### src/rtl/cpu_ctrl_pkg.sv
// Shared encodings for the Mini-SRC hardwired sequencer: opcodes, ALU functions,
// sequencer states, instruction classes and the bundle of Datapath strobes.
package cpu_ctrl_pkg;

    localparam int OPW    = 5;
    localparam int ALUOPW = 4;

    localparam logic [OPW-1:0] OP_LD   = 5'b00000;
    localparam logic [OPW-1:0] OP_ST   = 5'b00010;
    localparam logic [OPW-1:0] OP_ADD  = 5'b00011;
    localparam logic [OPW-1:0] OP_SUB  = 5'b00100;
    localparam logic [OPW-1:0] OP_AND  = 5'b00101;
    localparam logic [OPW-1:0] OP_OR   = 5'b00110;
    localparam logic [OPW-1:0] OP_ADDI = 5'b01100;
    localparam logic [OPW-1:0] OP_BR   = 5'b10010;
    localparam logic [OPW-1:0] OP_JR   = 5'b10011;
    localparam logic [OPW-1:0] OP_JAL  = 5'b10100;
    localparam logic [OPW-1:0] OP_IN   = 5'b10101;
    localparam logic [OPW-1:0] OP_OUT  = 5'b10110;
    localparam logic [OPW-1:0] OP_NOP  = 5'b11010;
    localparam logic [OPW-1:0] OP_HALT = 5'b11011;

    localparam logic [ALUOPW-1:0] ALU_PASS = 4'd0;
    localparam logic [ALUOPW-1:0] ALU_ADD  = 4'd1;
    localparam logic [ALUOPW-1:0] ALU_SUB  = 4'd2;
    localparam logic [ALUOPW-1:0] ALU_AND  = 4'd3;
    localparam logic [ALUOPW-1:0] ALU_OR   = 4'd4;

    typedef enum logic [3:0] {
        S_RST, S_T0, S_T1, S_T2, S_T3, S_T4, S_T5, S_T6, S_T7, S_HALT
    } state_e;

    typedef enum logic [3:0] {
        CL_NOP, CL_ALU, CL_ADDI, CL_LD, CL_ST, CL_BR, CL_JR, CL_JAL, CL_IN, CL_OUT, CL_HALT
    } class_e;

    typedef struct packed {
        logic run;
        logic pc_out, pc_in, inc_pc;
        logic mar_in, mdr_in, mdr_out, read, write;
        logic ir_in, y_in, zlow_in, zlow_out;
        logic gra, grb, grc, r_in, r_out, ba_out;
        logic c_out, con_in, jal_flag;
        logic in_port_out, out_port_in;
        logic [ALUOPW-1:0] alu_op;
    } ctl_t;

    // Final execute step of each class; the instruction boundary is the edge leaving it.
    function automatic state_e last_step(input class_e cls);
        case (cls)
            CL_ALU, CL_ADDI, CL_JAL: return S_T5;
            CL_LD, CL_ST:            return S_T7;
            CL_BR:                   return S_T6;
            default:                 return S_T3;
        endcase
    endfunction

endpackage

### src/rtl/cu_decode.sv
// Opcode decoder: maps IR[31:27] to an instruction class and the ALU function
// that class uses in its arithmetic step.
module cu_decode
    import cpu_ctrl_pkg::*;
(
    input  logic [OPW-1:0]    opcode_i,
    output class_e            cls_o,
    output logic [ALUOPW-1:0] alu_op_o
);

    always_comb begin
        cls_o    = CL_NOP;
        alu_op_o = ALU_PASS;
        case (opcode_i)
            OP_LD:   begin cls_o = CL_LD;   alu_op_o = ALU_ADD; end
            OP_ST:   begin cls_o = CL_ST;   alu_op_o = ALU_ADD; end
            OP_ADD:  begin cls_o = CL_ALU;  alu_op_o = ALU_ADD; end
            OP_SUB:  begin cls_o = CL_ALU;  alu_op_o = ALU_SUB; end
            OP_AND:  begin cls_o = CL_ALU;  alu_op_o = ALU_AND; end
            OP_OR:   begin cls_o = CL_ALU;  alu_op_o = ALU_OR;  end
            OP_ADDI: begin cls_o = CL_ADDI; alu_op_o = ALU_ADD; end
            OP_BR:   begin cls_o = CL_BR;   alu_op_o = ALU_ADD; end
            OP_JR:   cls_o = CL_JR;
            OP_JAL:  cls_o = CL_JAL;
            OP_IN:   cls_o = CL_IN;
            OP_OUT:  cls_o = CL_OUT;
            OP_HALT: cls_o = CL_HALT;
            default: cls_o = CL_NOP;
        endcase
    end

endmodule

### src/rtl/control_unit.sv
// Hardwired Moore sequencer for the Mini-SRC: fetch T0..T2, class-specific execute
// T3..T7, halting on HALT or on Stop at an instruction boundary.
//   state | meaning
//   RST   | after clear, all strobes low, Run=0
//   T0-T2 | fetch: PC->MAR, memory read, MDR->IR
//   T3-T7 | execute steps of the latched class
//   HALT  | stopped, all strobes low, left only by clear
module control_unit
    import cpu_ctrl_pkg::*;
(
    input  logic        clock,
    input  logic        clear,
    input  logic [31:0] IR,
    input  logic        CON,
    input  logic        Stop,
    output logic        Run,
    output logic        PCout,
    output logic        PCin,
    output logic        IncPC,
    output logic        MARin,
    output logic        MDRin,
    output logic        MDRout,
    output logic        Read,
    output logic        Write,
    output logic        IRin,
    output logic        Yin,
    output logic        Zlowin,
    output logic        Zlowout,
    output logic        Gra,
    output logic        Grb,
    output logic        Grc,
    output logic        Rin,
    output logic        Rout,
    output logic        BAout,
    output logic        Cout,
    output logic        CONin,
    output logic        JAL_flag,
    output logic        InPortout,
    output logic        OutPortin,
    output logic [3:0]  alu_op
);

    state_e            state_q, state_d;
    class_e            cls_q, cls_d, dec_cls;
    logic [ALUOPW-1:0] alu_q, alu_d, dec_alu;
    ctl_t              ctl_q, ctl_d, ctl_o;
    logic              unused_ir;

    assign unused_ir = ^IR[31-OPW:0];

    cu_decode u_decode (
        .opcode_i (IR[31:32-OPW]),
        .cls_o    (dec_cls),
        .alu_op_o (dec_alu)
    );

    always_comb begin
        state_d = state_q;
        cls_d   = cls_q;
        alu_d   = alu_q;
        case (state_q)
            S_RST:  state_d = S_T0;
            S_T0:   state_d = S_T1;
            S_T1:   state_d = S_T2;
            S_T2: begin
                cls_d   = dec_cls;
                alu_d   = dec_alu;
                state_d = (dec_cls == CL_HALT) ? S_HALT : S_T3;
            end
            S_HALT: state_d = S_HALT;
            default: begin
                if (state_q == last_step(cls_q))
                    state_d = Stop ? S_HALT : S_T0;
                else
                    state_d = state_e'(state_q + 4'd1);
            end
        endcase
    end

    // Strobes are decoded from the next state so they appear registered with it.
    always_comb begin
        ctl_d     = '0;
        ctl_d.run = (state_d != S_RST) && (state_d != S_HALT);
        case (state_d)
            S_T0: begin
                ctl_d.pc_out = 1'b1; ctl_d.mar_in = 1'b1; ctl_d.inc_pc = 1'b1; ctl_d.pc_in = 1'b1;
            end
            S_T1: begin ctl_d.read = 1'b1; ctl_d.mdr_in = 1'b1; end
            S_T2: begin ctl_d.mdr_out = 1'b1; ctl_d.ir_in = 1'b1; end
            S_T3: case (cls_d)
                CL_ALU, CL_ADDI: begin ctl_d.grb = 1'b1; ctl_d.r_out = 1'b1; ctl_d.y_in = 1'b1; end
                CL_LD, CL_ST:    begin ctl_d.grb = 1'b1; ctl_d.ba_out = 1'b1; ctl_d.y_in = 1'b1; end
                CL_BR:  begin ctl_d.gra = 1'b1; ctl_d.r_out = 1'b1; ctl_d.con_in = 1'b1; end
                CL_JR:  begin ctl_d.gra = 1'b1; ctl_d.r_out = 1'b1; ctl_d.pc_in = 1'b1; end
                CL_JAL: begin ctl_d.pc_out = 1'b1; ctl_d.zlow_in = 1'b1; end
                CL_IN:  begin ctl_d.in_port_out = 1'b1; ctl_d.gra = 1'b1; ctl_d.r_in = 1'b1; end
                CL_OUT: begin ctl_d.gra = 1'b1; ctl_d.r_out = 1'b1; ctl_d.out_port_in = 1'b1; end
                default: ;
            endcase
            S_T4: case (cls_d)
                CL_ALU: begin
                    ctl_d.grc = 1'b1; ctl_d.r_out = 1'b1; ctl_d.zlow_in = 1'b1; ctl_d.alu_op = alu_d;
                end
                CL_ADDI, CL_LD, CL_ST: begin
                    ctl_d.c_out = 1'b1; ctl_d.zlow_in = 1'b1; ctl_d.alu_op = alu_d;
                end
                CL_BR:  begin ctl_d.pc_out = 1'b1; ctl_d.y_in = 1'b1; end
                CL_JAL: begin ctl_d.zlow_out = 1'b1; ctl_d.jal_flag = 1'b1; end
                default: ;
            endcase
            S_T5: case (cls_d)
                CL_ALU, CL_ADDI: begin ctl_d.zlow_out = 1'b1; ctl_d.gra = 1'b1; ctl_d.r_in = 1'b1; end
                CL_LD, CL_ST:    begin ctl_d.zlow_out = 1'b1; ctl_d.mar_in = 1'b1; end
                CL_BR:  begin ctl_d.c_out = 1'b1; ctl_d.zlow_in = 1'b1; ctl_d.alu_op = alu_d; end
                CL_JAL: begin ctl_d.gra = 1'b1; ctl_d.r_out = 1'b1; ctl_d.pc_in = 1'b1; end
                default: ;
            endcase
            S_T6: case (cls_d)
                CL_LD: begin ctl_d.read = 1'b1; ctl_d.mdr_in = 1'b1; end
                CL_ST: begin ctl_d.gra = 1'b1; ctl_d.r_out = 1'b1; ctl_d.mdr_in = 1'b1; end
                CL_BR: begin ctl_d.zlow_out = 1'b1; ctl_d.pc_in = CON; end
                default: ;
            endcase
            S_T7: case (cls_d)
                CL_LD: begin ctl_d.mdr_out = 1'b1; ctl_d.gra = 1'b1; ctl_d.r_in = 1'b1; end
                CL_ST: ctl_d.write = 1'b1;
                default: ;
            endcase
            default: ;
        endcase
    end

    always_ff @(posedge clock) begin
        if (clear) begin
            state_q <= S_RST;
            cls_q   <= CL_NOP;
            alu_q   <= ALU_PASS;
            ctl_q   <= '0;
        end else begin
            state_q <= state_d;
            cls_q   <= cls_d;
            alu_q   <= alu_d;
            ctl_q   <= ctl_d;
        end
    end

    assign ctl_o     = clear ? '0 : ctl_q;
    assign Run       = ctl_o.run;
    assign PCout     = ctl_o.pc_out;
    assign PCin      = ctl_o.pc_in;
    assign IncPC     = ctl_o.inc_pc;
    assign MARin     = ctl_o.mar_in;
    assign MDRin     = ctl_o.mdr_in;
    assign MDRout    = ctl_o.mdr_out;
    assign Read      = ctl_o.read;
    assign Write     = ctl_o.write;
    assign IRin      = ctl_o.ir_in;
    assign Yin       = ctl_o.y_in;
    assign Zlowin    = ctl_o.zlow_in;
    assign Zlowout   = ctl_o.zlow_out;
    assign Gra       = ctl_o.gra;
    assign Grb       = ctl_o.grb;
    assign Grc       = ctl_o.grc;
    assign Rin       = ctl_o.r_in;
    assign Rout      = ctl_o.r_out;
    assign BAout     = ctl_o.ba_out;
    assign Cout      = ctl_o.c_out;
    assign CONin     = ctl_o.con_in;
    assign JAL_flag  = ctl_o.jal_flag;
    assign InPortout = ctl_o.in_port_out;
    assign OutPortin = ctl_o.out_port_in;
    assign alu_op    = ctl_o.alu_op;

endmodule

### config.mk
export PLATFORM = sky130hd
export DESIGN_NAME = control_unit
export DESIGN_NICKNAME = d
export VERILOG_FILES = /design/src/rtl/cpu_ctrl_pkg.sv /design/src/rtl/cu_decode.sv /design/src/rtl/control_unit.sv
export SDC_FILE = /design/constraint.sdc
export NUM_CORES = 1
export LEC_CHECK = 0
export CORE_MARGIN = 2
export CORE_UTILIZATION = 50
export DETAILED_ROUTE_END_ITERATION = 16
export PLACE_DENSITY = 0.81
export SLEW_MARGIN = 0
export SYNTH_ARGS = -nofsm -noshare
export SYNTH_HDL_FRONTEND = slang
export SYNTH_HIERARCHICAL = 1
export SYNTH_SLANG_ARGS = --single-unit
### constraint.sdc
create_clock -name clock -period 3.67 [get_ports clock]
set_input_delay 0.5505 -clock clock [delete_from_list [all_inputs] [get_ports clock]]
set_output_delay 0.5505 -clock clock [all_outputs]
set_load 0.02 [all_outputs]
* After elaboration in Yosys (flattened, before gate mapping) *
Cells that the tools add are included.

storage, ports and cells
  word-level logic and storage cells = 138
  bits of input ports = 36
  register bits = 40

cells by class
  equal/unequal tests = 42
  bitwise logic cells = 3
  reductions and logical operators = 19
  muxes and demuxes = 45
  $add $sub $neg = 1

operators by type and width
  operator            number
  $eq 4x3->1 const B  11
  $pmux 4 s10         1
  $eq 4x2->1 const B  8
  $mux 4              8
  $eq 5x5->1 const B  6
  $mux 28             1
  $eq 4x4->1 const B  5
  $pmux 4 s5          1
  $mux 1              18
  $eq 4x1->1 const B  4
  $eq 5x3->1 const B  3
  $reduce_or 5->1     3
  $pmux 1 s2          6
  $pmux 1 s3          4
  $pmux 1 s4          3
  $pmux 3 s4          1
  $pmux 4 s3          1
  $reduce_or 2->1     6
  $reduce_or 4->1     3
  $eq 5x2->1 const B  2
  $reduce_or 3->1     3
  $pmux 4 s2          1
  $eq 5x4->1 const B  1
  $logic_not 5->1     1
  other kinds (7)     9

* Longest topological paths before layout *
Gate-level depths: netlist (run 1).

  word-level depth = 10
  gate-level depth with buffers = 14
  gate-level depth less buffers = 11

* Hierarchy *
Netlist (run 1), hierarchy kept.

by module, submodules not included
  module        sequential area each (µm²)  times used  cells an instance  area each (µm²)
  control_unit  800.8                       1           293                2369.8
  cu_decode     0.0                         1           37                 227.7

* Worst setup path after synthesis (run 1) *
No wires, ideal clock.

  path type = in2reg
  start point = input IR[29]
  end point = register ctl_q[3] in the netlist's numbering
  data arrival time = 2.964 ns
  library setup time = 0.059 ns
  slack = 0.648 ns
  cell stages on the path = 12
  cells stage by stage = buf_2 > nor3b_1 > o21ai_0 > a31oi_1 > and4bb_1 > a2111oi_0 > nor3_1 > or2_0 > nand2b_4 > or3_1 > a21oi_2 > and2_1

on the way
  longest elaborated chain between the ends = 8

RTL lines
  element                                               line                                     RTL
  start, declared                                       control_unit.sv:13                       input logic [31:0] IR,
  $eq 5x2->1 / $eq 5x3->1 (equally long branches)       cu_decode.sv:14                          case (opcode_i)
  $reduce_or 4->1 (no line)                             n/a
  $pmux 4 s10 *                                         cu_decode.sv:14
  net dec_cls[0]                                        control_unit.sv:44                       class_e cls_q, cls_d, dec_cls;
  $eq 4x4->1 / $mux 4 (equally long branches)           control_unit.sv:68, control_unit.sv:61
  $mux 4 (tied with other cells)                        control_unit.sv:68                       state_d = (dec_cls == CL_HALT) ? S_HALT : S_T3;
  $pmux 4 s5 / $reduce_or 4->1 (equally long branches)  n/a
  $eq 4x3->1 / $mux 4 (equally long branches)           control_unit.sv:84, control_unit.sv:100
  $pmux 4 s2 *                                          control_unit.sv:84                       case (state_d)
  end signal, assigned                                  control_unit.sv:143                      ctl_q <= ctl_d;
  end, declared                                         control_unit.sv:46                       ctl_t ctl_q, ctl_d, ctl_o;

The timed path passes the listed nets; every way through them passes the cells marked *.
A chain may end at the register's enable or synchronous reset.

* Worst setup path after layout (run 1) *
  start point = input IR[28]
  end point = register ctl_q[3] in the netlist's numbering

The elaborated chain is that of the path after synthesis.

==> results.toml, run 1 <==
[run_status]
status = "finished clean"

[power]
p_seq_share_pct = 30.9
p_clk_share_pct = 16.2
powerDensity_mw_per_mm2 = 529
irDropWorstVdd_uv = 697
finalPower_uw = 1680
swShare_pct = 42.2
internal_power_uw = 969
p_switching_uw = 707
combPwrFrac_pct = 52.8
power.leakage_uw = 0.00113

[clock_network]
clk_path_buf_depth = 2
cts_inserted_buffers = 5
cts-htree-levels = 2
clk_latency_ns = 0.29
clkTransAtPathRegs_ns = 0.08
clockRootBuffer = "clkbuf_8"
clock-sinks = 40
cts_tree = "yes"

[timing]
fin_worst_skew_ns = 0.00879
fin_setup_tns_ns = 0
maxSlewHeadroom_pct = 57.9
setup_viol = 0
layout_min_cycle_time_ns = 3.47
timing.fmax_ghz = 0.288
final-hold-violation-count = 0
worst_pin_slew_ns = 0.614
slew_violations = 0
period_share_pct = 94.6

[die]
ioPinCount = 64
start_util_pct = 51.2
rows = 26
die_y_um = 76.1
core_area_sq_mm = 0.00507
die_area_sq_mm = 0.00579
die_x_um = 76.1

[yosys]
synthAdderAreaFrac_pct = 2.36
synthArstFlopShare_pct = 0
synth_compound_area_share_pct = 17.1
synth_area_leader_cell = "dfxtp_1"
yosys_warnings = 6
ys_ff_latch = 40
ys.flop_type = "dfxtp_1"
netlist_instances = 330
synth_xor_xnor_area_share_pct = 1.69
muxShareOfSynthArea_pct = 3.66
synthTopCellsByCount = "40 x dfxtp_1, 37 x nor2b_1, 34 x nor2_1"
synth.most_common_cell = "dfxtp_1"
yosysSeqAreaShare_pct = 30.8
synth_area_per_cell_sq_um = 7.87
syn-num-nets = 370
synth_top_family_by_area = "simple AND/OR/NAND/NOR gates"
synth.top_cell.area_share_pct = 30.8
synth-simple-area-share_pct = 37.9
synth_edf_count = 0
synth.distinct_cells = 62
synthTopCellsByArea = "dfxtp_1 31%, nor2b_1 8.9%, nor2_1 4.9%"
syn_area_sq_mm = 0.00260

[placement]
hpwl_um = 4430
gp_congestion = 0.890
io_buffers = 36
placed_cell_area_sq_mm = 0.00307

[detailed_routing]
viasPerCell = 5.56
dr.first_iter.drc_count = 243
wirelength_um = 6100
wl_per_cell_um = 13.8
drt.antenna.violating_nets = 0
detail_route.first_pass.iterations = 5
drc = 0
vias = 2464

[global_route]
grt_max_degree = 48
grtUsageTotal_pct = 21.0
grt_pass1_wl_um = 10100
antenna_found_initial = 0
overflow = 0
first_global_vias = 2186

[flow_run]
maxCapViolCount = 0

[worst_hold_path]
hold_path_class = "reg -> reg"

[setup_path]
arrival_ns = 3.71
cp-start-kind = "input pin"
crit_fanout = 9
path_class = "in -> reg"
critical_path_required_ns = 3.91
critical_path.endpoint_type = "register"

[finish]
final_nets = 413
area_growth_pct = 21.9
final_cell_area_sq_mm = 0.00317
drive_gt1_share_pct = 12.9
diodes = 0
## per-layer routing
layer	up-vias	wire, um	GRT usage, %	share of wire, %
met1	1131	2790	28.6	46
met2	89	2870	34.5	47
met4	0	106	6.00	1.7
met3	14	333	3.55	5.5
li1	1230	-	-	-
met5	-	0	0	0
## stage by stage
step | utilization, % | instances | hold slack [ns] | setup WS (ns)
final | 62.4 | 443 | 0.458 | 0.198
after global routing | 62.4 | 443 | 0.480 | -0.0380
after CTS | 62.2 | 442 | 0.463 | 0.159
after detailed placement | 60.6 | 435 | 0.452 | -0.131
after global placement | 60.6 | 435 | 0.442 | -0.0816
after floorplan | - | 330 | 0.434 | 0.648
## registers in the layout, summed over array words and instances, names as in the netlist
| name | cells |
|---|---|
| ctl_q | 28 |
| alu_q | 4 |
| cls_q | 4 |
| state_q | 4 |
## power by group through the flow
| stage | clock, uW | sequential, uW | combinational [uW] |
|---|---|---|---|
| floorplan | 0 | 512 | 703 |
| global placement | 0 | 526 | 845 |
| detailed placement | 0 | 528 | 859 |
| CTS | 280 | 518 | 862 |
| global route | 295 | 524 | 960 |
| finish | 272 | 518 | 885 |
## cell type report
| type | instances | area [sq um] |
|---|---|---|
| fill | 469 | 1910 |
| multi-input combinational | 260 | 1630 |
| sequential | 40 | 801 |
| timing repair buffer | 59 | 536 |
| tap | 70 | 87.6 |
| clock buffer | 5 | 68.8 |
| inverter | 7 | 26.3 |
| clock inverter | 2 | 12.5 |
## final timing paths
path,start,endpoint,slack [ns],cells after the start
max,IR[28],ctl_q[3],0.20,12
min,alu_q[0],alu_q[0],0.46,2
max reg2reg,state_q[0],ctl_q[14],0.82,8
min reg2reg,alu_q[0],alu_q[0],0.46,2
## logic make-up (layout without fill, tap and decap cells)
group                      after synthesis  after routing
and+or+nand+nor                        175            175
DFF                                     40             40
other                                    1              1
muxes                                    9              9
adders and majority gates                5              5
buffers and inverters                   30             73
xor gates and xnor gates                 5              5
AOI/OAI and AO/OA                       65             65
## cell usage in the layout, fill, tap and decap left out, drive strengths merged, types with 3 or more instances in the layout
| master | n |
|---|---|
| mux2 | 4 |
| o211ai | 4 |
| ha | 4 |
| or2 | 4 |
| nor4 | 6 |
| xnor2 | 3 |
| nor2b | 38 |
| buf | 23 |
| o31ai | 3 |
| nor2 | 34 |
| nor4b | 3 |
| nor3 | 17 |
| and2 | 7 |
| nand3 | 10 |
| dfxtp | 40 |
| nand2 | 30 |
| clkdlybuf4s50 | 35 |
| nand2b | 9 |
| a31oi | 4 |
| or3 | 6 |
| a21oi | 19 |
| inv | 7 |
| o21ai | 12 |
| o21bai | 3 |
| mux2i | 5 |
| clkbuf | 5 |
| nor3b | 4 |
## critical path, cell delays in order
cell and delay [ns]:
clkdlybuf4s50_1 0.53, nor2_1 0.22, o21ai_0 0.10, a31oi_1 0.27
and4bb_1 0.26, a2111oi_1 0.41, nor3_1 0.11, or2_0 0.30
nand2b_4 0.21, or3_1 0.40, a21oi_2 0.20, and2_1 0.15
## repair_timing
item / 4_1_cts / 5_1_grt
resized for setup: 0 / 2
setup buffers: 0 / 1
endpoints found under the setup margin: 0 / 17
hold buffers: 0 / 0
No activity file was read; power rests on OpenSTA's default activity.
==> run 2, diff against run 1 <==
--- a/config.mk
+++ b/config.mk
@@ -7,6 +7,7 @@
 export LEC_CHECK = 0
 export CORE_MARGIN = 2
 export CORE_UTILIZATION = 50
+export CTS_CLUSTER_SIZE = 25
 export DETAILED_ROUTE_END_ITERATION = 16
 export PLACE_DENSITY = 0.81
 export SLEW_MARGIN = 0
==> results of run 2 <==
No change in the layout: final DEF, timing and power equal those of run 1.
